--- config.mk ---
export PLATFORM = sky130hd
export DESIGN_NAME = dir_cmd_encoder
export DESIGN_NICKNAME = d
export VERILOG_FILES = /design/src/rtl/dir_cmd_pkg.sv /design/src/rtl/dir_cmd_encoder_btn_debounce.sv /design/src/rtl/dir_cmd_encoder.sv
export SDC_FILE = /design/constraint.sdc
export NUM_CORES = 1
export LEC_CHECK = 0
export CAP_MARGIN = 5
export CORE_ASPECT_RATIO = 1.25
export CORE_UTILIZATION = 57
export CTS_CLUSTER_DIAMETER = 100
export DETAILED_ROUTE_END_ITERATION = 10
export PLACE_DENSITY = 0.78
export SYNTH_ARGS = -nofsm -noshare
export SYNTH_HDL_FRONTEND = slang
export SYNTH_HIERARCHICAL = 1
export SYNTH_SLANG_ARGS = --single-unit
--- constraint.sdc ---
create_clock -name clk -period 2.6 [get_ports clk]
set_input_delay 0.39 -clock clk [delete_from_list [all_inputs] [get_ports clk]]
set_output_delay 0.39 -clock clk [all_outputs]
set_load 0.005 [all_outputs]
--- src/rtl/dir_cmd_pkg.sv ---
// Shared types and constants for the direction-command encoder.
package dir_cmd_pkg;

    // 2-bit direction codes stored in the press queue
    typedef enum logic [1:0] {
        DIR_UP    = 2'd0,
        DIR_DOWN  = 2'd1,
        DIR_LEFT  = 2'd2,
        DIR_RIGHT = 2'd3
    } dir_e;

    // ASCII bytes emitted on the output stream
    localparam logic [7:0] ASC_W   = 8'h77;
    localparam logic [7:0] ASC_S   = 8'h73;
    localparam logic [7:0] ASC_A   = 8'h61;
    localparam logic [7:0] ASC_D   = 8'h64;
    localparam logic [7:0] ASC_SEP = 8'h2C;

    // Output serializer states
    typedef enum logic [1:0] {
        ST_IDLE      = 2'd0,
        ST_SEND_CHAR = 2'd1,
        ST_SEND_SEP  = 2'd2
    } state_e;

    // Map a queued direction to its ASCII character
    function automatic logic [7:0] dir_to_ascii(input dir_e dir);
        case (dir)
            DIR_UP:   dir_to_ascii = ASC_W;
            DIR_DOWN: dir_to_ascii = ASC_S;
            DIR_LEFT: dir_to_ascii = ASC_A;
            default:  dir_to_ascii = ASC_D;
        endcase
    endfunction

endpackage

--- src/rtl/dir_cmd_encoder_btn_debounce.sv ---
// One push-button: 2-FF synchronizer, debounce counter and press pulse.
module btn_debounce #(
    parameter int DEBOUNCE_CYCLES = 16
) (
    input  logic clk,
    input  logic rst,
    input  logic btn_i,
    output logic press_o
);
    localparam int CW = $clog2(DEBOUNCE_CYCLES + 1);

    logic          sync1_q, sync2_q;
    logic          state_q, state_d;
    logic          prev_q;
    logic [CW-1:0] cnt_q, cnt_d;

    // Debounced state changes only once the counter has seen the full run of
    // differing samples; any sample matching the state restarts the run.
    // NOTE: every variable driven here gets a default first so no latch is inferred.
    always_comb begin
        state_d = state_q;
        cnt_d   = '0;
        if (sync2_q != state_q) begin
            if (cnt_q == CW'(DEBOUNCE_CYCLES)) begin
                state_d = sync2_q;
            end else begin
                cnt_d = cnt_q + CW'(1);
            end
        end
    end

    // Synchronizer, debounce state and the delayed copy used for edge detect
    // NOTE: sequential state uses non-blocking assignments so every flop samples pre-edge values.
    always_ff @(posedge clk or posedge rst) begin
        if (rst) begin
            sync1_q <= 1'b0;
            sync2_q <= 1'b0;
            state_q <= 1'b0;
            prev_q  <= 1'b0;
            cnt_q   <= '0;
        end else begin
            sync1_q <= btn_i;
            sync2_q <= sync1_q;
            state_q <= state_d;
            prev_q  <= state_q;
            cnt_q   <= cnt_d;
        end
    end

    // Single-cycle pulse on the debounced rising edge only
    assign press_o = state_q & ~prev_q;

endmodule

--- src/rtl/dir_cmd_encoder.sv ---
// Buttons -> debounced press events -> direction queue -> "<char>," byte stream.
module dir_cmd_encoder
    import dir_cmd_pkg::*;
#(
    parameter int DEBOUNCE_CYCLES = 16,
    parameter int FIFO_DEPTH      = 4
) (
    input  logic                          clk,
    input  logic                          rst,
    input  logic                          btn_up,
    input  logic                          btn_down,
    input  logic                          btn_left,
    input  logic                          btn_right,
    input  logic                          enable,
    output logic [7:0]                    out_data,
    output logic                          out_valid,
    input  logic                          out_ready,
    output logic                          overflow,
    output logic [$clog2(FIFO_DEPTH):0]   fifo_count
);
    localparam int AW = $clog2(FIFO_DEPTH);
    localparam int CW = AW + 1;

    logic          press_up, press_down, press_left, press_right;
    logic          push_req, push, pop, full, empty;
    dir_e          push_dir;
    dir_e          mem_q [FIFO_DEPTH];
    logic [AW-1:0] wr_ptr_q, rd_ptr_q;
    logic [CW-1:0] count_q;
    logic          overflow_q;
    state_e        state_q, state_d;
    logic [7:0]    data_q, data_d;

    btn_debounce #(.DEBOUNCE_CYCLES(DEBOUNCE_CYCLES)) u_db_up    (.clk(clk), .rst(rst), .btn_i(btn_up),    .press_o(press_up));
    btn_debounce #(.DEBOUNCE_CYCLES(DEBOUNCE_CYCLES)) u_db_down  (.clk(clk), .rst(rst), .btn_i(btn_down),  .press_o(press_down));
    btn_debounce #(.DEBOUNCE_CYCLES(DEBOUNCE_CYCLES)) u_db_left  (.clk(clk), .rst(rst), .btn_i(btn_left),  .press_o(press_left));
    btn_debounce #(.DEBOUNCE_CYCLES(DEBOUNCE_CYCLES)) u_db_right (.clk(clk), .rst(rst), .btn_i(btn_right), .press_o(press_right));

    // Pick one press per cycle, up > down > left > right
    always_comb begin
        push_dir = DIR_RIGHT;
        if (press_up)        push_dir = DIR_UP;
        else if (press_down) push_dir = DIR_DOWN;
        else if (press_left) push_dir = DIR_LEFT;
    end

    assign push_req = enable & (press_up | press_down | press_left | press_right);
    assign full     = (count_q == CW'(FIFO_DEPTH));
    assign empty    = (count_q == '0);
    assign pop      = (state_q == ST_SEND_CHAR) && out_ready;
    // A full queue still takes a press when the head leaves in the same cycle
    assign push     = push_req && (!full || pop);

    // Queue storage
    // NOTE: the data array has no reset; pointers and count alone define which entries are live.
    always_ff @(posedge clk) begin
        if (push) mem_q[wr_ptr_q] <= push_dir;
    end

    // Queue pointers, occupancy and the sticky drop flag
    always_ff @(posedge clk or posedge rst) begin
        if (rst) begin
            wr_ptr_q   <= '0;
            rd_ptr_q   <= '0;
            count_q    <= '0;
            overflow_q <= 1'b0;
        end else begin
            if (push) wr_ptr_q <= wr_ptr_q + AW'(1);
            if (pop)  rd_ptr_q <= rd_ptr_q + AW'(1);
            case ({push, pop})
                2'b10:   count_q <= count_q + CW'(1);
                2'b01:   count_q <= count_q - CW'(1);
                default: count_q <= count_q;
            endcase
            if (push_req && full && !pop) overflow_q <= 1'b1;
        end
    end

    // Serializer next state: char, then separator, chaining straight into the next char
    always_comb begin
        state_d = state_q;
        data_d  = data_q;
        case (state_q)
            ST_IDLE: begin
                if (!empty) begin
                    state_d = ST_SEND_CHAR;
                    data_d  = dir_to_ascii(mem_q[rd_ptr_q]);
                end
            end
            ST_SEND_CHAR: begin
                if (out_ready) begin
                    state_d = ST_SEND_SEP;
                    data_d  = ASC_SEP;
                end
            end
            ST_SEND_SEP: begin
                if (out_ready) begin
                    if (!empty) begin
                        state_d = ST_SEND_CHAR;
                        data_d  = dir_to_ascii(mem_q[rd_ptr_q]);
                    end else begin
                        state_d = ST_IDLE;
                        data_d  = 8'h00;
                    end
                end
            end
            default: begin
                state_d = ST_IDLE;
                data_d  = 8'h00;
            end
        endcase
    end

    // Serializer state and output byte register
    always_ff @(posedge clk or posedge rst) begin
        if (rst) begin
            state_q <= ST_IDLE;
            data_q  <= 8'h00;
        end else begin
            state_q <= state_d;
            data_q  <= data_d;
        end
    end

    assign out_valid  = (state_q != ST_IDLE);
    assign out_data   = data_q;
    assign overflow   = overflow_q;
    assign fifo_count = count_q;

endmodule

==> reports/results.ini <==
[synthesis]
synthTopCellsByArea=dfrtp_1 46%, edfxtp_1 8.9%, ha_1 7.4%
synth.most_common_cell=dfrtp_1
yosysWarningCount=6
synth_cell_types=40
synth_seq_cells=58
async_flop_share_pct=86.2
synth_edf_count=8
avgSynthCellArea_um2=12.3
yosysSeqAreaShare_pct=55.3
synth_cells=219
synth.net_count=244
synth_top_cell_area_share_pct=46.4
synth_common_cells=50 x dfrtp_1, 25 x nor2_1, 24 x inv_1, 16 x ha_1, 14 x xor2_1
synth_area_um2=2700
yosysTopAreaCell=dfrtp_1
ys.flop_type=dfrtp_1

[sta]
hold_viol=0
max-slew-margin-rel_pct=63.8
holdWs_ns=0.348
finalCritPeriodShare_pct=87.0
worst-slew-pin-transition_ns=0.542
rsz0062_at_grt=no
post-route-min-period_ns=2.26
drv_slew=0
fmax_mhz=442
setup_violations=0
finalSetupTns_ns=0
fin_worst_skew_ns=0.00805

[clock_network]
cts_tree=yes
cts_setup_buffers=0
clk_path_buf_depth=2
cts_sinks=58
clock-root-buffer=clkbuf_8
clk_pin_slew_ns=0.06
clk_latency_ns=0.33
cts-htree-levels=3
cts_hold_buffers=0
cts_made_buffers=9
cts_resized=0

[route]
dr.first_iter.drc_count=74
drt-wirelength-per-cell_um=12.4
antenna_left=0
drc=0
first_pass_iters=4
wirelength_mm=3.83
vias=1574
drt-vias-per-instance=5.08

[die]
io_pins=21
die_w_um=63.5
die_y_um=78.9
core_um2=4460
dieArea_um2=5010
fp-row-count=27
start_util_pct=60.5

[global_routing]
grt.total_usage_pct=18.2
grt_pass1_vias=1556
antenna_found_initial=0
grt_pass1_wl_mm=6.61
grt_overflow=0
grt_max_degree=16

[pwr]
finalPower_uw=2380
power_density_nw_per_um2=769
peakVddDrop_uv=594
p_leak_uw=0.00143

[placement]
dp_hpwl_mm=2.82
io_buffer_count=19
gp_congestion=0.763

[worst_setup_path]
crit_required_ns=2.85
crit_fanout=4
critPathLaunchType=register
path_cells=nor2b_1 > o41ai_4 > a31oi_4 > inv_1 > ha_1 > inv_1 > fa_1 > xor2_1 > nor2_1 > xor2_1
worstSetupEndpointType=register
crit_path_max_incr_delay_ns=0.44
worstSetupPathType=reg2reg
slowest_stage=o41ai_4
critical_path_arrival_ns=2.51

[hold_path]
hp-class=reg2reg

[flow_run]
cap_violations=0

[final_layout]
drive_above_1_share_pct=10.3
layout.nets=272
syn2layout_area_growth_pct=15.0
diodes=0

[run_status]
status=completed

critical path: cells and delay by family (launching register included):
kind	cells	cell delay, ns
DFF	1	0.41
AOI/OAI and AO/OA	2	0.49
buffers and inverters	2	0.13
adders and majority gates	2	0.55
and+or+nand+nor	2	0.30
xor gates and xnor gates	2	0.30
through the flow:
step                instances  worst slack [ns]  util (%)  cell area [µm²]
floorplan                 219             0.434         -             2700
global placement          294             0.334      66.1             2950
detailed placement        294             0.274      66.1             2950
CTS                       310             0.313      69.6             3100
global route              310             0.174      69.6             3100
finish                    310             0.338      69.6             3100
cells by family after synthesis:
family | after synthesis | share of synthesized area, %
AOI/OAI and AO/OA | 21 | 6.82
other | 1 | 0.139
xor gates and xnor gates | 22 | 7.15
muxes | 7 | 3.71
adders and majority gates | 17 | 8.17
buffers and inverters | 28 | 4.27
DFF | 58 | 55.3
and+or+nand+nor | 65 | 14.4
state kept, by name, indices dropped and copies added (netlist names), 2 cells and up:
| name | flops |
|---|---|
| u_db_down/cnt_q | 5 |
| u_db_right/cnt_q | 5 |
| wr_ptr_q | 2 |
| rd_ptr_q | 2 |
| u_db_up/cnt_q | 5 |
| fifo_count | 3 |
| out_data | 5 |
| u_db_left/cnt_q | 5 |
| mem_q | 8 |
layout by cell type, fill, tap and decap left out, types with 2 or more instances in the layout:
master           instances
a21o_1                   3
a21oi_1                  3
and2_1                   8
buf_4                    2
clkbuf_1                 2
clkbuf_8                 9
clkdlybuf4s50_1         19
clkinv_1                 3
clkinv_2                 2
dfrtp_1                 50
edfxtp_1                 8
ha_1                    16
inv_1                   24
mux2_1                   4
mux4_2                   2
nand2_1                  3
nand2b_1                 5
nand3_1                  9
nor2_1                  25
nor2b_1                  5
nor4bb_2                 4
o21ai_0                  4
xnor2_1                  8
xor2_1                  14
routing by layer:
metal	GRT usage (%)	part of all wire (%)	vias to the layer above
li1	-	-	774
met1	21.0	46	758
met3	6.03	3.5	11
met5	0	0	-
met2	28.6	47	31
met4	12.5	3.5	0
power by group:
part           total [µW]  internal [µW]  switching, µW
clock network         650            332            318
logic                 548            317            231
registers            1190           1020            168
area by class of cell:
cell class	count	area, µm²
sequential	58	1490
fill	346	1360
multi-input combinational	133	1090
timing repair buffer	21	205
clock buffer	11	131
inverter	24	90.1
tap	58	72.6
clock inverter	5	21.3
path summary, 6_finish.rpt:
| kind | from | cells past startpoint | endpoint | slack (ns) |
|---|---|---|---|---|
| setup / recovery | u_db_up/state_q$_DFFE_PP0P_ | 10 | fifo_count[2]$_DFFE_PP0P_ | 0.34 |
| hold / removal | u_db_right/sync1_q$_DFF_PP0_ | 0 | u_db_right/sync2_q$_DFF_PP0_ | 0.35 |
| setup reg to reg | u_db_up/state_q$_DFFE_PP0P_ | 10 | fifo_count[2]$_DFFE_PP0P_ | 0.34 |
| hold reg to reg | u_db_right/sync1_q$_DFF_PP0_ | 0 | u_db_right/sync2_q$_DFF_PP0_ | 0.35 |
| max in group asynchronous | rst | 2 | rd_ptr_q[1]$_DFFE_PP0P_ | 1.68 |
| min in group asynchronous | rst | 2 | u_db_left/cnt_q[0]$_DFF_PP0_ | 0.46 |
Power figures use the tool's default switching activity.
